File: src/rtl/hit_clip_player.sv
// Hit/miss detector with saturating score and a ROM clip sequencer that
// feeds the left audio channel at a divided sample rate.
module hit_clip_player #(
    parameter int unsigned ADDR_W    = 18,
    parameter int unsigned DATA_W    = 6,
    parameter int unsigned NUM_CLIPS = 4,
    localparam int unsigned CW       = (NUM_CLIPS > 1) ? $clog2(NUM_CLIPS) : 1,
    parameter logic [NUM_CLIPS*2*ADDR_W-1:0] CLIP_BOUNDS = {
        18'd0,     18'd16395,
        18'd16396, 18'd66982,
        18'd66983, 18'd83254,
        18'd83255, 18'd137138},
    parameter int unsigned DIV       = 1200,
    parameter int unsigned HIT_CLIP  = 0,
    parameter int unsigned SCORE_W   = 11
) (
    input  logic                CLOCK_50,
    input  logic                resetn,
    input  logic [2:0]          sensor_addr,
    input  logic [2:0]          target_addr,
    input  logic                play_req,
    input  logic [CW-1:0]       clip_sel,
    input  logic                loop_en,
    input  logic                stop,
    output logic [ADDR_W-1:0]   rom_addr,
    input  logic [DATA_W-1:0]   rom_q,
    output logic [31:0]         audio_out,
    output logic                sample_valid,
    output logic                busy,
    output logic                hit_led,
    output logic                hit,
    output logic                miss,
    output logic [SCORE_W-1:0]  score
);

    localparam int unsigned DW = $clog2(DIV);

    typedef enum logic {IDLE, PLAY} state_t;

    logic [2:0] s_q, t_q, s_p;
    logic       match_c;

    assign match_c = (s_q == t_q) && (t_q != 3'd0);

    // Input capture, hit/miss edge detection and saturating score
    always_ff @(posedge CLOCK_50 or negedge resetn) begin
        if (!resetn) begin
            s_q     <= '0;
            t_q     <= '0;
            s_p     <= '0;
            hit_led <= 1'b0;
            hit     <= 1'b0;
            miss    <= 1'b0;
            score   <= '0;
        end else begin
            s_q     <= sensor_addr;
            t_q     <= target_addr;
            s_p     <= s_q;
            hit_led <= match_c;
            hit     <= match_c && !hit_led;
            miss    <= (s_q != s_p) && (s_q != 3'd0) && (s_q != t_q) && (t_q != 3'd0);
            if (hit && (score != '1))
                score <= score + SCORE_W'(1);
            else if (miss && (score != '0))
                score <= score - SCORE_W'(1);
        end
    end

    // Clip table: clip 0 occupies the MSBs, each entry is {start, end}
    logic [ADDR_W-1:0] clip_start [NUM_CLIPS];
    logic [ADDR_W-1:0] clip_end   [NUM_CLIPS];

    for (genvar k = 0; k < NUM_CLIPS; k++) begin : g_clip
        assign clip_start[k] = CLIP_BOUNDS[(NUM_CLIPS-1-k)*2*ADDR_W + ADDR_W +: ADDR_W];
        assign clip_end[k]   = CLIP_BOUNDS[(NUM_CLIPS-1-k)*2*ADDR_W +: ADDR_W];
    end

    state_t            state_q, state_d;
    logic [DW-1:0]     div_q, div_d;
    logic [ADDR_W-1:0] addr_d, cs_q, cs_d, ce_q, ce_d;
    logic              loop_q, loop_d;
    logic [31:0]       audio_d;
    logic              sv_d;
    logic              start_c;
    logic [CW-1:0]     clip_c;

    always_ff @(posedge CLOCK_50 or negedge resetn) begin
        if (!resetn) state_q <= IDLE;
        else         state_q <= state_d;
    end

    // Start arbitration (stop > hit > play_req) and sample sequencing
    always_comb begin
        state_d = state_q;
        addr_d  = rom_addr;
        div_d   = div_q;
        cs_d    = cs_q;
        ce_d    = ce_q;
        loop_d  = loop_q;
        audio_d = audio_out;
        sv_d    = 1'b0;
        start_c = 1'b0;
        clip_c  = clip_sel;

        if (hit) begin
            start_c = 1'b1;
            clip_c  = CW'(HIT_CLIP);
        end else if (play_req && (32'(clip_sel) < NUM_CLIPS)) begin
            start_c = 1'b1;
        end

        if (stop) begin
            state_d = IDLE;
            addr_d  = '0;
            div_d   = '0;
            audio_d = '0;
        end else if (start_c) begin
            state_d = PLAY;
            addr_d  = clip_start[clip_c];
            cs_d    = clip_start[clip_c];
            ce_d    = clip_end[clip_c];
            div_d   = '0;
            loop_d  = loop_en;
        end else if (state_q == IDLE) begin
            addr_d  = '0;
            div_d   = '0;
            audio_d = '0;
        end else if (div_q == DW'(DIV - 1)) begin
            div_d   = '0;
            audio_d = {rom_q, {(32-DATA_W){1'b0}}};
            sv_d    = 1'b1;
            if (rom_addr == ce_q) begin
                if (loop_q) begin
                    addr_d = cs_q;
                end else begin
                    state_d = IDLE;
                    addr_d  = '0;
                end
            end else begin
                addr_d = rom_addr + ADDR_W'(1);
            end
        end else begin
            div_d = div_q + DW'(1);
        end
    end

    always_ff @(posedge CLOCK_50 or negedge resetn) begin
        if (!resetn) begin
            rom_addr     <= '0;
            div_q        <= '0;
            cs_q         <= '0;
            ce_q         <= '0;
            loop_q       <= 1'b0;
            audio_out    <= '0;
            sample_valid <= 1'b0;
            busy         <= 1'b0;
        end else begin
            rom_addr     <= addr_d;
            div_q        <= div_d;
            cs_q         <= cs_d;
            ce_q         <= ce_d;
            loop_q       <= loop_d;
            audio_out    <= audio_d;
            sample_valid <= sv_d;
            busy         <= (state_d == PLAY);
        end
    end

endmodule
File: config.mk
export PLATFORM = sky130hd
export DESIGN_NAME = hit_clip_player
export DESIGN_NICKNAME = d
export VERILOG_FILES = /design/src/rtl/hit_clip_player.sv
export SDC_FILE = /design/constraint.sdc
export NUM_CORES = 1
export LEC_CHECK = 0
export BUFFER_PORTS_ARGS = -buffer_cell sky130_fd_sc_hd__buf_2
export CORE_MARGIN = 4
export CORE_UTILIZATION = 23
export CTS_CLUSTER_SIZE = 30
export DETAILED_ROUTE_END_ITERATION = 7
export MAX_ROUTING_LAYER = met4
export SLEW_MARGIN = 20
export SYNTH_ARGS = -nofsm -noshare
export SYNTH_HDL_FRONTEND = slang
export SYNTH_SLANG_ARGS = --single-unit
File: constraint.sdc
create_clock -name CLOCK_50 -period 5.4 [get_ports CLOCK_50]
set_input_delay 1.08 -clock CLOCK_50 [delete_from_list [all_inputs] [get_ports CLOCK_50]]
set_output_delay 1.08 -clock CLOCK_50 [all_outputs]
set_load 0.01 [all_outputs]
==> results_dict.tcl, run 1 <==
set metrics [dict create \
    r2r-end "score[10]$_DFFE_PN0P_" \
    syn_inst 457 \
    worstMarginPinSlew_ps 934 \
    nNetsFinal 548 \
    cts_hold_buf 0 \
    instances_no_fill 743 \
    fin_skew_ps 8.48 \
    r2r-start "score[1]$_DFFE_PN0P_" \
    yosysTopAreaCellShare_pct 42.8 \
    drive_gt1_share_pct 17.8 \
    crit_cells 5 \
    cap_viol_max_count 0 \
    cp.required_ps 5620 \
    seq_area_frac_synth_pct 42.8 \
    ys_top_cells_by_area "dfrtp_1 43%, nand2_1 5.6%, buf_4 4.9%" \
    clk_latency_ps 330 \
    crit_end "rom_addr[5]$_DFFE_PN0P_" \
    arrival_ps 3330 \
    antenna_found_initial 0 \
    power_density_nw_per_um2 377 \
    num_vias 3485 \
    grt_pass1_wl_mm 18.3 \
    critPathTopFamily "compound AO/OA/AOI/OAI gates" \
    final_common_cell "dfrtp_1" \
    cts_buffer_depth 2 \
    ys_ff_latch 71 \
    grt_max_degree 72 \
    path_class "in -> reg" \
    cts_tree "done" \
    start_util_pct 23.8 \
    slew_viol_final 0 \
    critPathLaunch "stop" \
    cp_slowest_cell "or4b_2" \
    avgViaCountPerCell 4.69 \
    fin_crit_ps 3110 \
    cp.buffers_inverters 1 \
    row_count 48 \
    ios 85 \
    finalSetupViolCount 0 \
    synth_enable_flop_cells 0 \
    htreeDepth 3 \
    route.detailed.drc 0 \
    first_global_vias 3473 \
    cts-root-buf "clkbuf_16" \
    ctsResizeCount 0 \
    tns_ps 0 \
    max_slew_margin_pct 37.8 \
    min_period_over_period_pct 57.6 \
    core_area_um2 17500 \
    yosys.cell_types.count 58 \
    die_w_um 142 \
    ant_nets 0 \
    cts.clk_slew.worst_paths_ps 60 \
    dr.pass1.iters 4 \
    leakage_nw 2.13 \
    areaGrowthSynthToFinish_pct 17.8 \
    dp_cells 727 \
    track_usage_pct 11.5 \
    rsz0062_at_grt "no" \
    worstHoldPathType "reg -> reg" \
    die_area_um2 20300 \
    synth_flop_cell "dfrtp_1" \
    die_h_um 142 \
    numCtsBuffers 9 \
    utilization_pct 28.0 \
    reg2regPathDepth 9 \
    cts.sinks 71 \
    place.port_buffers 58 \
    wire_per_inst_um 14.7 \
    dpl_cell_area_um2 4590 \
    ys_warn_count 0 \
    slowest_delay_ps 830 \
    dp_hpwl_mm 7.91 \
    synth_largest_area_cell "dfrtp_1" \
    drt_wl_total_mm 10.9 \
    grt.overflow.total 0 \
    path_cells "buf_2, or4b_2, a31oi_1, a21oi_1, a221oi_1" \
    start_kind "input port" \
    worstSetupEndpointType "flip-flop" \
    outcome "complete, no violations" \
    hold_viol_final 0 \
    fin_area_um2 4890 \
    maxClockFrequency_mhz 321 \
    async_reset_ff_share_pct 100 \
    cp_max_fo 12 \
    r2r_setup_slack_ps 2330 \
    vdd_ir_drop_max_v 0.000272 \
    diodes 0 \
    routabilityCongestion 0.883 \
    postCtsSetupBuffers 0 \
    mostFrequentLayoutCells "71 x dfrtp_1, 62 x nand2_1, 57 x buf_2, 41 x nor2_1, 31 x a21oi_1" \
    drtIter0Drc 244 \
    postSynthAreaPerCell_um2 9.09 \
    synth_area_um2 4150 \
    whs_ps 426 \
]
[stage by stage]
step	power [mW]	setup WS, ps
global route	1.98	1940
detailed placement	1.25	1950
finish	1.84	2290
floorplan	1.10	2250
CTS	1.87	2010
global placement	1.25	2090
[routing by layer]
metal	vias to the layer above	share of wire, %	global-route usage, %
met1	1678	47	15.6
met2	110	46	17.5
li1	1688	-	-
met5	-	0	-
met3	9	6.0	2.82
met4	0	0.93	2.50
[cells in the mapped netlist, drive strengths merged (6+ instances only)]
cell type	instances
nand3	22
nand2	62
o21ai	12
dfrtp	71
a21oi	31
mux2	6
nor3	14
xor2	20
nand4	11
xnor2	12
clkbuf	13
inv	10
buf	28
ha	15
nor2	41
a31oi	8
nor2b	6
[logic make-up after synthesis]
logic type                 synth area share [%]
muxes                                      2.83
and+or+nand+nor                            22.3
DFF                                        42.8
adders and majority gates                  5.00
AOI/OAI and AO/OA                          13.2
xor gates and xnor gates                   6.75
buffers and inverters                      7.08
other                                    0.0903
[worst min path at each step]
| stage | end | startpoint | slack (ps) | cells past startpoint |
|---|---|---|---|---|
| floorplan | s_p[2]$_DFF_PN0_ | s_q[2]$_DFF_PN0_ | 410 | 0 |
| global placement | hit$_DFF_PN0_ | hit_led$_DFF_PN0_ | 410 | 1 |
| detailed placement | hit$_DFF_PN0_ | hit_led$_DFF_PN0_ | 410 | 1 |
| CTS | hit$_DFF_PN0_ | hit_led$_DFF_PN0_ | 430 | 1 |
| global route | hit$_DFF_PN0_ | hit_led$_DFF_PN0_ | 450 | 1 |
| finish | hit$_DFF_PN0_ | hit_led$_DFF_PN0_ | 430 | 1 |
[sequential cells by signal, indices dropped and copies added (netlist names), 3 cells and up]
signal and flops:
rom_addr 18, div_q 11, score 11, audio_out 6, cs_q 6, ce_q 4
s_p 3, s_q 3, t_q 3
[worst reg2reg max path, delay by kind of cell (launching register included)]
kind                       cells  cell delay [ps]
DFF                            1              450
xor gates and xnor gates       1              150
buffers and inverters          1              260
AOI/OAI and AO/OA              4             1470
muxes                          1              240
and+or+nand+nor                1              150
adders and majority gates      1              270
[cell type report]
cell class / count / area [µm²]
Clock buffer: 11 / 243
Clock inverter: 5 / 57.6
Multi-Input combinational cell: 360 / 2180
Tap cell: 225 / 282
Inverter: 10 / 37.5
Fill cell: 1869 / 12600
Timing Repair Buffer: 61 / 315
Sequential cell: 71 / 1780
[power breakdown]
part	total (mW)	internal (mW)	switching (mW)
clock network	0.597	0.369	0.228
registers	0.701	0.601	0.0996
logic	0.545	0.247	0.298
total	1.84	1.22	0.625
Note: power is estimated with default switching activity, not from simulation.
==> inputs of run 2 (changes only) <==
- ABC_AREA: unset -> 1
- clock period: 5.4 -> 2.7 ns (I/O delays scaled with it)
==> run 2 against run 1 <==
Effect of this change:
- critical path depth increased by 5
- hold slack worse by 300 ps
- core utilization is essentially flat
- highest routed layer unchanged
==> results_dict.tcl, run 2 <==
set metrics [dict create \
    path_class "reg -> reg" \
    hold_viol_final 0 \
    grt_pass1_wl_mm 19.5 \
    first_global_vias 3743 \
    fin_crit_ps 2330 \
    post-place-ws_ps 221 \
    arrival_ps 2550 \
    mostFrequentLayoutCells "157 x nand2_1, 71 x dfrtp_1, 63 x inv_1, 57 x buf_2, 54 x nor2_1" \
    nNetsFinal 688 \
    place.port_buffers 58 \
    synth-compound-area-share_pct 8.37 \
    p_total_mw 4.24 \
    ys_warn_count 0 \
    wire_per_inst_um 12.9 \
    outcome "complete, no violations" \
    largest-register "rom_addr" \
    slew_viol_final 0 \
    maxClockFrequency_mhz 429 \
    yosysTopAreaCellShare_pct 40.3 \
    synth_area_um2 4410 \
    yosys.area_share.simple_pct 29.7 \
    r2r-start "score[6]$_DFFE_PN0P_" \
    ant_nets 0 \
    num_vias 3827 \
    yosys.cell_types.count 35 \
    start_kind "flip-flop" \
    start_util_pct 23.5 \
    ys_ff_latch 71 \
    synth_commonest_cells "158 x nand2_1, 71 x dfrtp_1, 63 x inv_1, 54 x nor2_1, 53 x nand3_1" \
    final_common_cell "nand2_1" \
    finalSetupViolCount 0 \
    postSynthAreaPerCell_um2 7.51 \
    track_usage_pct 11.7 \
    leakage_nw 2.62 \
    whs_ps 128 \
    dp_hpwl_mm 8.59 \
    muxShareOfSynthArea_pct 0 \
    dp_cells 876 \
    async_reset_ff_share_pct 100 \
    worstHoldPathType "in -> async" \
    ys_top_cells_by_area "dfrtp_1 40%, nand2_1 13%, nand3_1 6.0%" \
    syn_inst 587 \
    vdd_ir_drop_max_v 0.000297 \
    numCtsBuffers 9 \
    drt_wl_total_mm 11.5 \
    core_area_um2 18800 \
    grt_max_degree 43 \
    routabilityCongestion 0.851 \
    htreeDepth 3 \
    rsz0062_at_grt "no" \
    cp.required_ps 2910 \
    dr.pass1.iters 4 \
    r2r-end "score[6]$_DFFE_PN0P_" \
    row_count 50 \
    tns_ps 0 \
    ios 85 \
    clk_latency_ps 340 \
    largest_register_ffs 18 \
    cts.clk_slew.worst_paths_ps 60 \
    instances_no_fill 892 \
    setup_ws_ps 369 \
    drive_gt1_share_pct 15.7 \
    die_w_um 146 \
    worstSetupEndpointType "flip-flop" \
    r2r_setup_slack_ps 370 \
    cts_buffer_depth 2 \
    die_area_um2 21400 \
    synth_fa_ha_area_share_pct 4.71 \
    synth_flop_cell "dfrtp_1" \
    reg_top3 "rom_addr (18), div_q (11), score (11)" \
    route.detailed.drc 0 \
    diodes 0 \
    fill_cells 2036 \
    power_density_nw_per_um2 807 \
    die_h_um 146 \
    grt.overflow.total 0 \
    synth_enable_flop_cells 0 \
    min_period_over_period_pct 86.3 \
    cts-root-buf "clkbuf_16" \
    antenna_found_initial 0 \
    drtIter0Drc 242 \
    fin_skew_ps 11.3 \
    cts_tree "done" \
    avgViaCountPerCell 4.29 \
    synth_most_common_cell "nand2_1" \
    synth_largest_area_cell "dfrtp_1" \
    cap_viol_max_count 0 \
    reg2regPathDepth 10 \
    areaGrowthSynthToFinish_pct 19.3 \
    synthXorXnorAreaFrac_pct 4.97 \
    cp_max_fo 12 \
    cts.sinks 71 \
    seq_area_frac_synth_pct 40.3 \
    synth_top_family_by_area "simple AND/OR/NAND/NOR gates" \
]
## run 2: cell count changes in the layout (fill, tap and decap cells not counted), sizes merged, moves of 6 or more
cell and delta:
o21ai +20, nand4 -6, nand3 +32, nand2 +100, nor2b -6, nor2 +22
a21oi -6, inv +57, mux2 -6
## run 2: worst max-delay path by stage
| stage | start | cells past startpoint | endpoint | slack, ps |
|---|---|---|---|---|
| floorplan | score[8]$_DFFE_PN0P_ | 10 | score[6]$_DFFE_PN0P_ | 600 |
| global placement | score[6]$_DFFE_PN0P_ | 13 | score[10]$_DFFE_PN0P_ | 250 |
| detailed placement | score[8]$_DFFE_PN0P_ | 13 | score[10]$_DFFE_PN0P_ | 220 |
| CTS | score[8]$_DFFE_PN0P_ | 10 | score[5]$_DFFE_PN0P_ | 210 |
| global route | score[6]$_DFFE_PN0P_ | 13 | score[10]$_DFFE_PN0P_ | 90 |
| finish | score[6]$_DFFE_PN0P_ | 10 | score[6]$_DFFE_PN0P_ | 370 |
## run 2: where the power goes
part / internal (mW) / switching, mW / leakage (nW) / total [mW]
sequential: 1.22 / 0.198 / 0.910 / 1.41
combinational: 0.532 / 0.859 / 1.54 / 1.39
clock: 0.954 / 0.485 / 0.176 / 1.44
total: 2.70 / 1.54 / 2.62 / 4.24
## run 2: cell type report
class | instances | area [µm²] | area share (%)
multi-input combinational | 436 | 2210 | 42.0
sequential | 71 | 1780 | 33.8
timing repair buffer | 66 | 365 | 6.95
tap | 234 | 293 | 5.57
inverter | 69 | 262 | 4.97
clock buffer | 11 | 253 | 4.80
clock inverter | 5 | 104 | 1.97
## run 2: worst max-delay path, stage by stage (launching register included)
cell     delay, ps
dfrtp_1        440
nand2_1         80
nor3_1         210
nand3_1        130
nand2_2        230
ha_1           330
a21oi_1        220
o21ai_0        150
a21oi_1        190
xor2_1         150
o21ai_0         80
## run 2: cells by family after synthesis
family | Yosys count
buffers and inverters | 105
AO/OA/AOI/OAI | 67
AND/OR/NAND/NOR | 302
XOR/XNOR | 25
other | 1
adder cells (fa/ha/maj) | 16
flip-flops | 71
## run 2: metrics by stage
| stage | utilization, % | cell area (µm²) |
|---|---|---|
| 4_1_cts | 28.0 | 5260 |
| 3_3_place_gp | 26.1 | 4900 |
| 2_1_floorplan | - | 4500 |
| 3_5_place_dp | 26.1 | 4900 |
| 6_report | 28.0 | 5260 |
| 5_1_grt | 28.0 | 5260 |
## run 2: per-layer routing
layer	vias up	GRT usage (%)	share of wire, %
li1	1954	-	-
met1	1771	16.0	50
met2	89	16.7	44
met3	13	2.51	4.6
met4	0	4.42	1.6
met5	-	-	0
## run 2: what timing repair did
item / 4_1_cts / 5_1_grt
endpoints found under the hold margin: 0 / 0
endpoints found under the setup margin: 0 / 2
buffers inserted: 0 / 0
hold buffers: 0 / 0
gates resized for setup: 0 / 1
